<file path="src/rtl/adder_sum_collector.sv">
// adder_sum_collector: capture stage for the adder's sum output.
// Accepted sums are queued in a small FIFO, which is drained through a
// valid/ready port. Each accepted sum is also added into a running
// accumulator that has a sticky wrap flag. Every output is either a register
// or a function of registered state only, so no input has a combinational
// path to an output.
module adder_sum_collector #(
  parameter int DATA_WIDTH = 4,
  parameter int ACC_WIDTH  = 8,
  parameter int DEPTH      = 4
) (
  input  logic                       clk,
  input  logic                       rst_n,
  input  logic                       in_valid,
  output logic                       in_ready,
  input  logic [DATA_WIDTH:0]        x_in,
  input  logic                       clear,
  output logic                       out_valid,
  input  logic                       out_ready,
  output logic [DATA_WIDTH:0]        out_data,
  output logic [$clog2(DEPTH):0]     level,
  output logic [ACC_WIDTH-1:0]       acc,
  output logic                       acc_ovf
);

  localparam int SUM_W = DATA_WIDTH + 1;
  localparam int PTR_W = $clog2(DEPTH);
  localparam int LVL_W = PTR_W + 1;

  logic [SUM_W-1:0]   mem [DEPTH];
  logic [PTR_W-1:0]   wr_ptr;
  logic [PTR_W-1:0]   rd_ptr;
  logic               push;
  logic               pop;
  logic [ACC_WIDTH:0] acc_sum;

  // Handshake flags are decoded from the registered occupancy only. This
  // means a pop on a full FIFO cannot open the input in the same cycle.
  assign in_ready  = (level != LVL_W'(DEPTH));
  assign out_valid = (level != '0);
  assign push      = in_valid && in_ready;
  assign pop       = out_valid && out_ready;

  // The head of the FIFO is forced to zero when empty, so stale storage
  // never appears on the output.
  assign out_data  = out_valid ? mem[rd_ptr] : '0;

  // The sum is one bit wider than the accumulator, and the top bit is the
  // wrap carry.
  assign acc_sum   = {1'b0, acc} + (ACC_WIDTH + 1)'(x_in);

  // Storage write on push.
  // NOTE: the data array has no reset. Out-of-range entries are masked by
  // level, so a reset here would only add fan-out to every storage flop.
  always_ff @(posedge clk) begin
    if (push) mem[wr_ptr] <= x_in;
  end

  // Pointer and occupancy bookkeeping. The pointers wrap modulo DEPTH.
  // NOTE: sequential state is updated with non-blocking assignments only, so
  // every branch reads the pre-edge values of the state.
  always_ff @(posedge clk or negedge rst_n) begin
    if (!rst_n) begin
      wr_ptr <= '0;
      rd_ptr <= '0;
      level  <= '0;
    end else begin
      if (push) wr_ptr <= wr_ptr + PTR_W'(1);
      if (pop)  rd_ptr <= rd_ptr + PTR_W'(1);
      case ({push, pop})
        2'b10:   level <= level + LVL_W'(1);
        2'b01:   level <= level - LVL_W'(1);
        default: level <= level;
      endcase
    end
  end

  // Accumulator with sticky wrap flag. When clear and a push happen in the
  // same cycle, the pushed sample becomes the first term of the new sum.
  always_ff @(posedge clk or negedge rst_n) begin
    if (!rst_n) begin
      acc     <= '0;
      acc_ovf <= 1'b0;
    end else if (clear && push) begin
      acc     <= ACC_WIDTH'(x_in);
      acc_ovf <= 1'b0;
    end else if (clear) begin
      acc     <= '0;
      acc_ovf <= 1'b0;
    end else if (push) begin
      acc     <= acc_sum[ACC_WIDTH-1:0];
      acc_ovf <= acc_ovf | acc_sum[ACC_WIDTH];
    end
  end

endmodule

</file>
<file path="config.mk">
export PLATFORM = sky130hd
export DESIGN_NAME = adder_sum_collector
export DESIGN_NICKNAME = d
export VERILOG_FILES = /design/src/rtl/adder_sum_collector.sv
export SDC_FILE = /design/constraint.sdc
export NUM_CORES = 1
export LEC_CHECK = 0
export BUFFER_PORTS_ARGS = -buffer_cell sky130_fd_sc_hd__buf_2
export CAP_MARGIN = 25
export CORE_ASPECT_RATIO = 2
export CORE_UTILIZATION = 40
export DETAILED_ROUTE_END_ITERATION = 12
export GPL_TIMING_DRIVEN = 0
export SYNTH_ARGS = -nofsm -noshare
export SYNTH_HDL_FRONTEND = slang
export SYNTH_SLANG_ARGS = --single-unit
</file>
<file path="constraint.sdc">
create_clock -name clk -period 2.7 [get_ports clk]
set_input_delay 0.27 -clock clk [delete_from_list [all_inputs] [get_ports clk]]
set_output_delay 0.27 -clock clk [all_outputs]
set_load 0.05 [all_outputs]
</file>
Word-level counts from Yosys, hierarchy flattened
Memory sizes are Yosys's and may differ from the RTL's.
Cells that the tools add are included.
{"block": "word_totals", "ff_bits": 16, "ram_bits": 20, "in_bits": 10, "output_inout_bits": 19, "word_cells": 31, "memories": 1}
{"block": "classes", "add_sub_neg": 5, "n_eq_ne": 3, "muxes": 10, "bitwise_logic": 1, "n_reduce_logical": 6}
{"memory": "mem", "words": 4, "word_bits": 5, "rd": 1, "rd_clocked_by_memory_dff": 0, "wr": 1, "line_no": "30", "source": "logic [SUM_W-1:0] mem [DEPTH];"}
{"operator": "$mux W8", "n": 3}
{"operator": "$add A8 B5 Y9", "n": 1}
{"operator": "$pmux W3 S2", "n": 1}
{"operator": "$reduce_bool A3 Y1", "n": 2}
{"operator": "$mux W1", "n": 5}
{"operator": "$mux W5", "n": 1}
{"operator": "$add A2 B1 Y2 const B", "n": 2}
{"operator": "$add A3 B1 Y3 const B", "n": 1}
{"operator": "$logic_and A1 B1 Y1", "n": 3}
{"operator": "$ne A3 B3 Y1 const B", "n": 1}
{"operator": "$sub A3 B1 Y3 const B", "n": 1}
{"operator": "$eq A2 B1 Y1 const B", "n": 1}
{"operator": "$eq A2 B2 Y1 const B", "n": 1}
{"operator": "$reduce_bool A2 Y1", "n": 1}
{"operator": "$or A1 B1 Y1", "n": 1}

Longest topological paths before layout
Gate-level depths: netlist of the first run.
{"block": "depth", "word_depth": 5, "ltp_mapped": 11, "mapped_depth_nobuf": 9}

Worst setup path before layout of the first run
OpenSTA, ideal clock, no wires.
{"block": "synth_timing", "path_type": "register to register", "startpoint": "reg level[0]", "endpoint": "reg level[2]", "setup_time_ps": 82, "t_arrival_ps": 2610, "required_time_ps": 2618, "path_slack_ps": 8, "path_stages_with_launch": 10, "n_path_buf": 1, "synth_period_minus_slack_ps": 2692, "cell_sequence": "dfrtp_1 > or3_1 > clkbuf_1 > and2_1 > ha_1 > inv_1 > fa_1 > xor2_1 > nor2_1 > xor2_1"}
{"block": "synth_via", "elab_chain_cells": 4, "elab_cells_between_ends": 10, "cone_classes": "2 x add/sub; 3 x eq/ne; 1 x mux; 4 x reduce/logical"}
{"element": "start: declaration", "line_no": "21", "source": "output logic [$clog2(DEPTH):0] level,"}
{"element": "start signal: assignment", "line_no": "71", "source": "2'b10: level <= level + LVL_W'(1);"}
{"element": "start signal: assignment", "line_no": "72", "source": "2'b01: level <= level - LVL_W'(1);"}
{"element": "start signal: assignment", "line_no": "73", "source": "default: level <= level;"}
{"element": "$reduce_bool A3 Y1 *", "line_no": "40", "source": "assign out_valid = (level != '0);"}
{"element": "net out_valid", "line_no": "18", "source": "output logic out_valid,"}
{"element": "$logic_and A1 B1 Y1 *", "line_no": "42", "source": "assign pop = out_valid && out_ready;"}
{"element": "net pop", "line_no": "34", "source": "logic pop;"}
{"element": "$eq A2 B1 Y1 or $eq A2 B2 Y1 (tied branches)", "line_no": "70", "source": "case ({push, pop})"}
{"element": "$pmux W3 S2 or $reduce_bool A2 Y1 (tied branches)"}
Mark *: on every way through the listed nets, which the timed path passes. The rest lies on a longest branch.
A chain may end at the register's enable or synchronous reset.

Worst setup path after layout of the first run
{"block": "layout_timing", "startpoint": "reg level[0]", "endpoint": "reg level[2]"}
{"block": "layout_via", "elab_chain_cells": 4, "elab_cells_between_ends": 10, "cone_classes": "2 x add/sub; 3 x eq/ne; 1 x mux; 4 x reduce/logical"}
{"element": "$ne A3 B3 Y1 or $reduce_bool A3 Y1 (tied branches)", "line_no": "39, 40"}
{"element": "$logic_and A1 B1 Y1, on equally long branches", "line_no": "41, 42"}
{"element": "$eq A2 B1 Y1 or $eq A2 B2 Y1 (tied branches)", "line_no": "70"}
{"element": "$pmux W3 S2 or $reduce_bool A2 Y1 (tied branches)"}
Parallel ways exist; a longest one is shown, timed or not.

==> flow_summary.ini, run 1 <==
[power_and_ir_drop]
powerDensity_nw_per_um2 = 1170
peakVddDrop_mv = 0.785
power.leakage_nw = 0.921
total_power_mw = 2.52

[route]
num_vias = 1181
wl_per_cell_um = 15.5
drtAntennaViolNets = 0
drc_errors = 0
drtPass1Iterations = 4
drt_iter0_markers = 7
vias_per_cell = 5.25
wirelength_um = 3490

[sta]
finalHoldViolations = 0
setup_viol = 0
fin_tns_setup_ps = 0
period_share = 0.918
fmax_mhz = 403
grt_setup_unrepaired = no
worst_pin_slew_ps = 537
drv_slew = 0
max_slew_margin = 0.642
fin_crit_ps = 2480
skew_ps = 7.53

[die]
io_pins = 29
coreArea_um2 = 4340
die_h_um = 97.5
die_x_um = 49.8
die_area_um2 = 4850
rows = 34
start_util = 0.420

[worst_setup_path]
cp_num_buf_inv = 4
crit_chain = or3b_1 > buf_6 > and2_4 > buf_6 > inv_12 > ha_1 > inv_1 > fa_1 > xor2_1 > nor2_1 > xor2_1
end_kind = flip-flop
cp_slowest_cell = dfrtp_1
worst-endpoint-required_ps = 2910
r2r_setup_slack_ps = 220
critPathArrivalTime_ps = 2690
critical-path-top-delay-family = simple AND/OR/NAND/NOR gates
crit_path_start_kind = flip-flop
cp_max_fo = 10
path_class = reg -> reg
rr_endpoint = level[2]
r2r_cells = 11
max_stage_delay_ps = 430
r2r_start = level[0]

[job]
drv_cap = 0

[yosys]
yosys-top-cells-area = edfxtp_1, dfrtp_1, ha_1
yosys.area.top_type = edfxtp_1
yosysUniqueCellTypes = 40
synthesis.area_um2 = 1820
yosysWarnings = 0
ys_async_sr_fraction = 0.444
ys_ff_latch = 36
synth_edf_count = 20
syn_nets = 157
avgSynthCellArea_um2 = 13.5
synthFlopType = edfxtp_1
syn_inst = 135
yosysTopAreaCellShare = 0.329
seq_area_frac_synth = 0.549

[placed_design]
port_buffers = 27
hpwlAfterDp_um = 2710
routabilityCongestion = 0.711
place_inst = 216

[global_route]
grt.total_usage = 0.161
grt-ovfl-total = 0
grt_pass1_wl_um = 5740
grt_max_degree = 17
grt_antenna_before_repair = 0
grt_pass1_vias = 1226

[hold_path]
holdPathStages = 1
hold_path_class = in -> reg
hold_start = x_in[3]
holdPathEnd = mem[3][3]

[cells_and_area]
area_delta_synth_final_pct = 17.6
layout-drive-gt1-share = 0.269
diodes = 0
final_common_cell = buf_2
stdcell_count = 225
nNetsFinal = 192
most-common-layout-cells = buf_2, edfxtp_1, dfrtp_1
fillers = 411

[clocking]
clk_latency_ps = 280
cts_tree = built
cts.sinks = 36
path_clk_slew_ps = 70
cts-root-buf = clkbuf_8
cts.path.max_buffers = 2
hold_buffers = 1
postCtsSetupBuffers = 0
cts_max_level = 2
cts_buffers = 5
cts_resized = 0

[outcome]
status = completed
-- worst register-to-register path: stages (launching register included) --
cell,delay [ps]
dfrtp_1,430
or3b_1,410
buf_6,150
and2_4,150
buf_6,150
inv_12,80
ha_1,190
inv_1,60
fa_1,370
xor2_1,150
nor2_1,110
xor2_1,140
-- power breakdown --
group / internal [mW] / total (mW) / leakage, nW / switching (mW)
logic: 0.421 / 1.25 / 0.482 / 0.828
clock network: 0.274 / 0.459 / 0.0552 / 0.185
registers: 0.731 / 0.810 / 0.384 / 0.0791
total: 1.43 / 2.52 / 0.921 / 1.09
-- synth_stat cells, types with 2 or more instances --
master / count
edfxtp_1: 20
dfrtp_1: 16
ha_1: 10
and2_1: 6
inv_1: 6
mux4_2: 5
nor2_1: 5
and3_1: 4
clkbuf_1: 4
nand2_1: 4
nand3_1: 4
o21ai_0: 4
xnor2_1: 4
xor2_1: 4
a21o_1: 3
a21oi_1: 3
mux2i_1: 3
buf_6: 2
fa_1: 2
nand2b_1: 2
nand4_1: 2
nor2b_1: 2
nor3b_1: 2
o21ai_1: 2
-- worst max path at each step --
stage               depth (start not counted)        to      from  slack, ps
finish                                     11  level[2]  level[0]        220
global route                               11  level[2]  level[0]         80
CTS                                        11  level[2]  level[0]        220
detailed placement                         11  level[2]  level[0]        240
global placement                           11  level[2]  level[0]        290
floorplan                                   9  level[2]  level[0]          8
-- routing by layer --
| metal | vias up | wire, um | global-route usage | part of all wire |
|---|---|---|---|---|
| met5 | - | 0 | 0 | 0 |
| met4 | 0 | 108 | 0.0923 | 0.031 |
| met3 | 9 | 132 | 0.0329 | 0.038 |
| met2 | 34 | 1950 | 0.294 | 0.56 |
| met1 | 583 | 1300 | 0.161 | 0.37 |
| li1 | 555 | - | - | - |
-- cells by family after synthesis --
logic type,count (synthesis),synth area share
DFF,36,0.549
and+or+nand+nor,34,0.106
AOI/OAI and AO/OA,20,0.0741
buffers and inverters,14,0.0439
adders and majority gates,12,0.0905
muxes,11,0.0988
xor gates and xnor gates,8,0.0384
-- area by class of cell --
| class | instances | area [um2] | area share |
|---|---|---|---|
| sequential | 36 | 1000 | 0.467 |
| multi-input combinational | 85 | 743 | 0.347 |
| timing repair buffer | 28 | 145 | 0.0677 |
| clock buffer | 6 | 72.6 | 0.0338 |
| tap | 54 | 67.6 | 0.0315 |
| buffer | 7 | 41.3 | 0.0193 |
| inverter | 7 | 38.8 | 0.0181 |
| clock inverter | 2 | 35.0 | 0.0163 |
-- through the flow --
step | utilization | setup WS (ps) | area (um2) | hold slack, ps
2_1_floorplan | - | 7.96 | 1820 | -25.6
3_3_place_gp | 0.467 | 292 | 2030 | 207
3_5_place_dp | 0.467 | 244 | 2030 | 213
4_1_cts | 0.494 | 216 | 2140 | 229
5_1_grt | 0.494 | 77.4 | 2140 | 240
6_report | 0.494 | 222 | 2140 | 235
-- state kept, by name, indices dropped and copies added (netlist names) --
name,count
wr_ptr,2
mem,20
acc_ovf,1
rd_ptr,2
level,3
acc,8
No activity file was read; power rests on OpenSTA's default activity.
==> run 2, diff against run 1 <==
- BUFFER_PORTS_ARGS: -buffer_cell sky130_fd_sc_hd__buf_2 -> default
- CORE_MARGIN: default -> 2
- DONT_BUFFER_PORTS: default -> 1
==> run 2 against run 1 <==
Against the previous run: clock power about the same; combinational power is 22% lower; die area rose by 6.2%; clock skew shrank 2.1 ps; maximum frequency decreased by 2.3%; global-route usage shrank 1.0 points; largest cell class unchanged; largest power group is now registers; critical path type unchanged; flip-flop and latch count did not move; count of clock-buffer cells in the layout unchanged.
==> flow_summary.ini, run 2 (synthesized netlist as in run 1, its figures left out) <==
[outcome]
status = completed

[die]
rows = 34
coreArea_um2 = 4380
io_pins = 29
die_h_um = 99.5
die_area_um2 = 5150
die_x_um = 51.8
start_util = 0.416

[power_and_ir_drop]
power.leakage_nw = 0.811
total_power_mw = 2.42
peakVddDrop_mv = 0.646
powerDensity_nw_per_um2 = 1190

[sta]
fmax_mhz = 394
period_share = 0.940
setup_viol = 0
drv_slew = 0
worst_pin_slew_ps = 810
whs_ps = 75.0
grt_setup_unrepaired = no
max_slew_margin = 0.458
finalHoldViolations = 0
fin_crit_ps = 2540
skew_ps = 5.46

[route]
wl_per_cell_um = 16.6
dr_wl_met2_um = 1970
drtAntennaViolNets = 0
num_vias = 1047
routed-wl-met3_um = 212
wl_met1_um = 1050
drt_iter0_markers = 12
highest_layer = met4
vias_per_cell = 5.29
drtPass1Iterations = 4
drc_errors = 0
wirelength_um = 3290

[clocking]
postCtsSetupBuffers = 0
clk_latency_ps = 290
cts_max_level = 2
path_clk_slew_ps = 70
cts_tree = built
cts-root-buf = clkbuf_8
cts_buffers = 5
cts.path.max_buffers = 2
cts.sinks = 36

[cells_and_area]
regMostFlops = mem
fillers = 390
area_delta_synth_final_pct = 11.9
largest_reg_flops = 20
layout-drive-gt1-share = 0.181
top_regs = mem x20, acc x8, level x3
most-common-layout-cells = edfxtp_1, dfrtp_1, ha_1
post-route-util = 0.466
nNetsFinal = 165
diodes = 0
fin_area_um2 = 2040
final_common_cell = edfxtp_1

[worst_setup_path]
crit_chain = or3b_4 > buf_12 > and2_4 > buf_6 > inv_12 > ha_4 > inv_1 > fa_2 > xor2_1 > nor2_1 > xor2_1
crit_path_start_kind = flip-flop
critical-path-top-delay-family = simple AND/OR/NAND/NOR gates
critPathArrivalTime_ps = 2740
end_kind = flip-flop
crit_top_cell = xor2_1
cp_max_fo = 10
max_stage_delay_ps = 550
cp_num_buf_inv = 4
cp_slowest_cell = dfrtp_2
worst-endpoint-required_ps = 2910
path_class = reg -> reg

[global_route]
grt_antenna_before_repair = 0
grt.total_usage = 0.151
grt_max_degree = 17
grt-ovfl-total = 0
grt_pass1_vias = 1168
grt_pass1_wl_um = 5620

[job]
drv_cap = 0

[placed_design]
routabilityCongestion = 0.745
hpwlAfterDp_um = 2580
placed_cell_area_um2 = 1890
port_buffers = 0

[hold_path]
hold_path_class = in -> reg
## run 2: path summary, 6_finish.rpt
check / from / end / slack [ps] / cells after the start
max: level[2] / level[2] / 160 / 11
min: x_in[1] / mem[3][1] / 80 / 0
max reg2reg: level[2] / level[2] / 160 / 11
min reg2reg: wr_ptr[0] / wr_ptr[0] / 640 / 2
max in group asynchronous: rst_n / level[1] / 1620 / 1
min in group asynchronous: rst_n / acc[1] / 510 / 1
## run 2: repair_timing
item / in CTS / in global routing
hold buffers: 1 / 0
endpoints found under the setup margin: 2 / 1
endpoints found under the hold margin: 16 / 0
resized for setup: 4 / 6
gates cloned: 0 / 0
pin swaps: 0 / 2
## run 2: power by group
part | leakage (nW) | internal, mW | switching, mW | total (mW)
sequential | 0.381 | 0.732 | 0.264 | 0.997
clock | 0.0552 | 0.274 | 0.183 | 0.457
combinational | 0.375 | 0.365 | 0.606 | 0.971
total | 0.811 | 1.37 | 1.05 | 2.42
## run 2: area by class of cell
class | count | area [um2] | area share
multi-input combinational | 85 | 761 | 0.373
timing repair buffer | 1 | 10.0 | 0.00490
inverter | 7 | 38.8 | 0.0190
clock buffer | 6 | 72.6 | 0.0356
clock inverter | 2 | 35.0 | 0.0172
tap | 54 | 67.6 | 0.0331
sequential | 36 | 1000 | 0.492
buffer | 7 | 51.3 | 0.0251
## run 2: layer usage
metal,up-vias,global-route usage
li1,506,-
met3,6,0.0450
met4,0,0.0749
met2,31,0.281
met1,504,0.141
met5,-,0
## run 2: through the flow
stage,worst slack [ps],cells,TNS [ps]
floorplan,7.96,135,0
global placement,-211,189,-238
detailed placement,-246,189,-291
CTS,55.0,198,0
global route,46.7,198,0
finish,163,198,0
==> run 3, diff against run 2 <==
- ABC_AREA: default -> 1
- CTS_BUF_LIST: default -> sky130_fd_sc_hd__clkbuf_16
==> run 3 against run 2 <==
Against the previous run: register-to-register slack improved by 110 ps; first-iteration DRC count rose by 8.3%; critical path type unchanged; largest cell class unchanged; core utilization rose by 0.13 points; global-route usage rose by 1.5 points; cell count rose by 33%.
==> flow_summary.ini, run 3 <==
[outcome]
status = completed

[cells_and_area]
area_delta_synth_final_pct = 13.7
regMostFlops = mem
most-common-layout-cells = nor2_1, nand2_1, edfxtp_1
final_common_cell = nor2_1
nNetsFinal = 230
stdcell_count = 264
largest_reg_flops = 20
fillers = 459
top_regs = mem x20, acc x8, level x3
fin_area_um2 = 2130
diodes = 0
layout-drive-gt1-share = 0.124

[sta]
setup_viol = 0
grt_setup_unrepaired = no
drv_slew = 0
finalHoldViolations = 0
final.setup.worst_slack_ps = 276
worst_pin_slew_ps = 1050
skew_ps = 4.50
max_slew_margin = 0.303
period_share = 0.898
fmax_mhz = 413
fin_crit_ps = 2420
fin_tns_setup_ps = 0

[clocking]
cts_buffers = 5
path_clk_slew_ps = 60
cts-root-buf = clkbuf_16
cts.path.max_buffers = 2
cts.sinks = 36
cts_tree = built
clk_latency_ps = 280
cts_max_level = 2

[global_route]
grt_use_met1 = 0.161
grt_max_degree = 17
use_met2 = 0.317
grt-ovfl-total = 0
met3_usage = 0.0297
grt.total_usage = 0.166
grt_antenna_before_repair = 0
top_usage_layer = met2
grt_pass1_wl_um = 6340
grt_pass1_vias = 1348

[yosys]
yosys.area.top_type = edfxtp_1
synthMostInstantiatedCell = nor2_1
yosysTopAreaCellShare = 0.321
synth_edf_count = 20
ys_async_sr_fraction = 0.444
ys_ff_latch = 36
yosysUniqueCellTypes = 27
yosysWarnings = 0
avgSynthCellArea_um2 = 9.35
synth_common_cells = nor2_1, nand2_1, edfxtp_1
syn_inst = 200
syn_nets = 222
yosys-top-cells-area = edfxtp_1, dfrtp_1, nor2_1
synthFlopType = edfxtp_1
synthesis.area_um2 = 1870
seq_area_frac_synth = 0.535

[worst_setup_path]
r2r_start = level[0]
r2r_setup_slack_ps = 280
critPathArrivalTime_ps = 2580
crit_path_start_kind = flip-flop
rr_endpoint = level[2]
path_class = reg -> reg
worst-endpoint-required_ps = 2850
r2r_cells = 10
end_kind = flip-flop
cp_max_fo = 10

[die]
coreArea_um2 = 4550
rows = 35
die_h_um = 101
io_pins = 29
die_x_um = 52.4
die_area_um2 = 5270
start_util = 0.411

[hold_path]
hold_path_class = in -> reg
hold_start = x_in[3]
holdPathEnd = mem[2][3]
holdPathStages = 0

[placed_design]
placed_cell_area_um2 = 1940
routabilityCongestion = 0.722
hpwlAfterDp_um = 2910
port_buffers = 0
place_inst = 255
place_ws_ps = 74.0

[power_and_ir_drop]
total_power_mw = 2.74
power.leakage_nw = 0.908
powerDensity_nw_per_um2 = 1290
peakVddDrop_mv = 1.23

[job]
drv_cap = 0

[route]
vias_per_cell = 4.91
wirelength_um = 3820
drt_iter0_markers = 13
drtPass1Iterations = 6
num_vias = 1297
drtAntennaViolNets = 0
wl_per_cell_um = 14.5
drc_errors = 0
==> run 3: changes by cell type in the layout (fill, tap and decap cells not counted), sizes merged, moves of 3 or more <==
cell	before	now
nor2	5	42
nand2	4	31
inv	7	22
o21ai	6	18
a21oi	4	12
and2	7	0
nand3	4	10
mux4	5	0
and3	4	0
clkbuf	10	6
a21o	3	0
mux2	3	0
mux2i	3	0
==> run 3: through the flow <==
stage,hold slack [ps],util
after global placement,-25.0,0.426
after floorplan,-25.6,-
after detailed placement,-25.0,0.426
after CTS,78.9,0.465
after global routing,76.7,0.467
final,84.2,0.467
==> run 3: per-layer routing <==
layer  wire (um)  share of wire  vias to the layer above
met5           0              0                        -
met4          71          0.019                        0
met3         122          0.032                        5
met2        2310           0.60                       22
met1        1320           0.35                      601
li1            -              -                      669
==> run 3: final cells by class <==
cell class                      count  area [um2]  share of cell area
Sequential cell                    36        1000               0.472
Clock inverter                      3        42.5              0.0200
Timing Repair Buffer                1        10.0             0.00471
Tap cell                           55        68.8              0.0324
Buffer                              5        36.3              0.0171
Multi-Input combinational cell    137         754               0.355
Clock buffer                        5         125              0.0588
Inverter                           22        85.1              0.0400
==> run 3: cells by family (layout without fill, tap and decap cells) <==
family,after synthesis,after routing,share of synthesized area
XOR/XNOR,4,4,0.0187
flip-flops,36,36,0.535
adder cells (fa/ha/maj),12,12,0.0883
buffers and inverters,27,36,0.0649
AO/OA/AOI/OAI,32,32,0.0883
AND/OR/NAND/NOR,89,89,0.205
==> run 3: worst max-delay path, stage by stage, from the launching register on <==
cell     delay, ps
dfrtp_2        540
inv_2          130
nand3_2        290
nand2_2        190
buf_6          170
ha_1           160
inv_1           60
fa_1           370
a21oi_1        140
o21ai_0        110
xnor2_1        130
==> run 3: how the worst max path moves through the flow <==
stage | start | cells past startpoint | slack, ps | endpoint
2_1_floorplan | level[2] | 9 | 270 | level[2]
3_3_place_gp | level[2] | 9 | 100 | level[2]
3_5_place_dp | level[2] | 9 | 70 | level[2]
4_1_cts | level[2] | 9 | 60 | level[2]
5_1_grt | level[0] | 10 | 40 | level[2]
6_report | level[0] | 10 | 280 | level[2]
==> run 3: power breakdown <==
| group | internal, mW | switching, mW | leakage (nW) | total, mW |
|---|---|---|---|---|
| Clock | 0.433 | 0.217 | 0.0798 | 0.650 |
| Combinational | 0.290 | 0.749 | 0.447 | 1.04 |
| Sequential | 0.737 | 0.312 | 0.381 | 1.05 |
==> run 3: what timing repair did <==
item,in CTS,in global routing
resized for setup,0,4
setup buffers,0,0
setup endpoints to repair,0,2
endpoints found under the hold margin,16,0
hold buffers,1,0
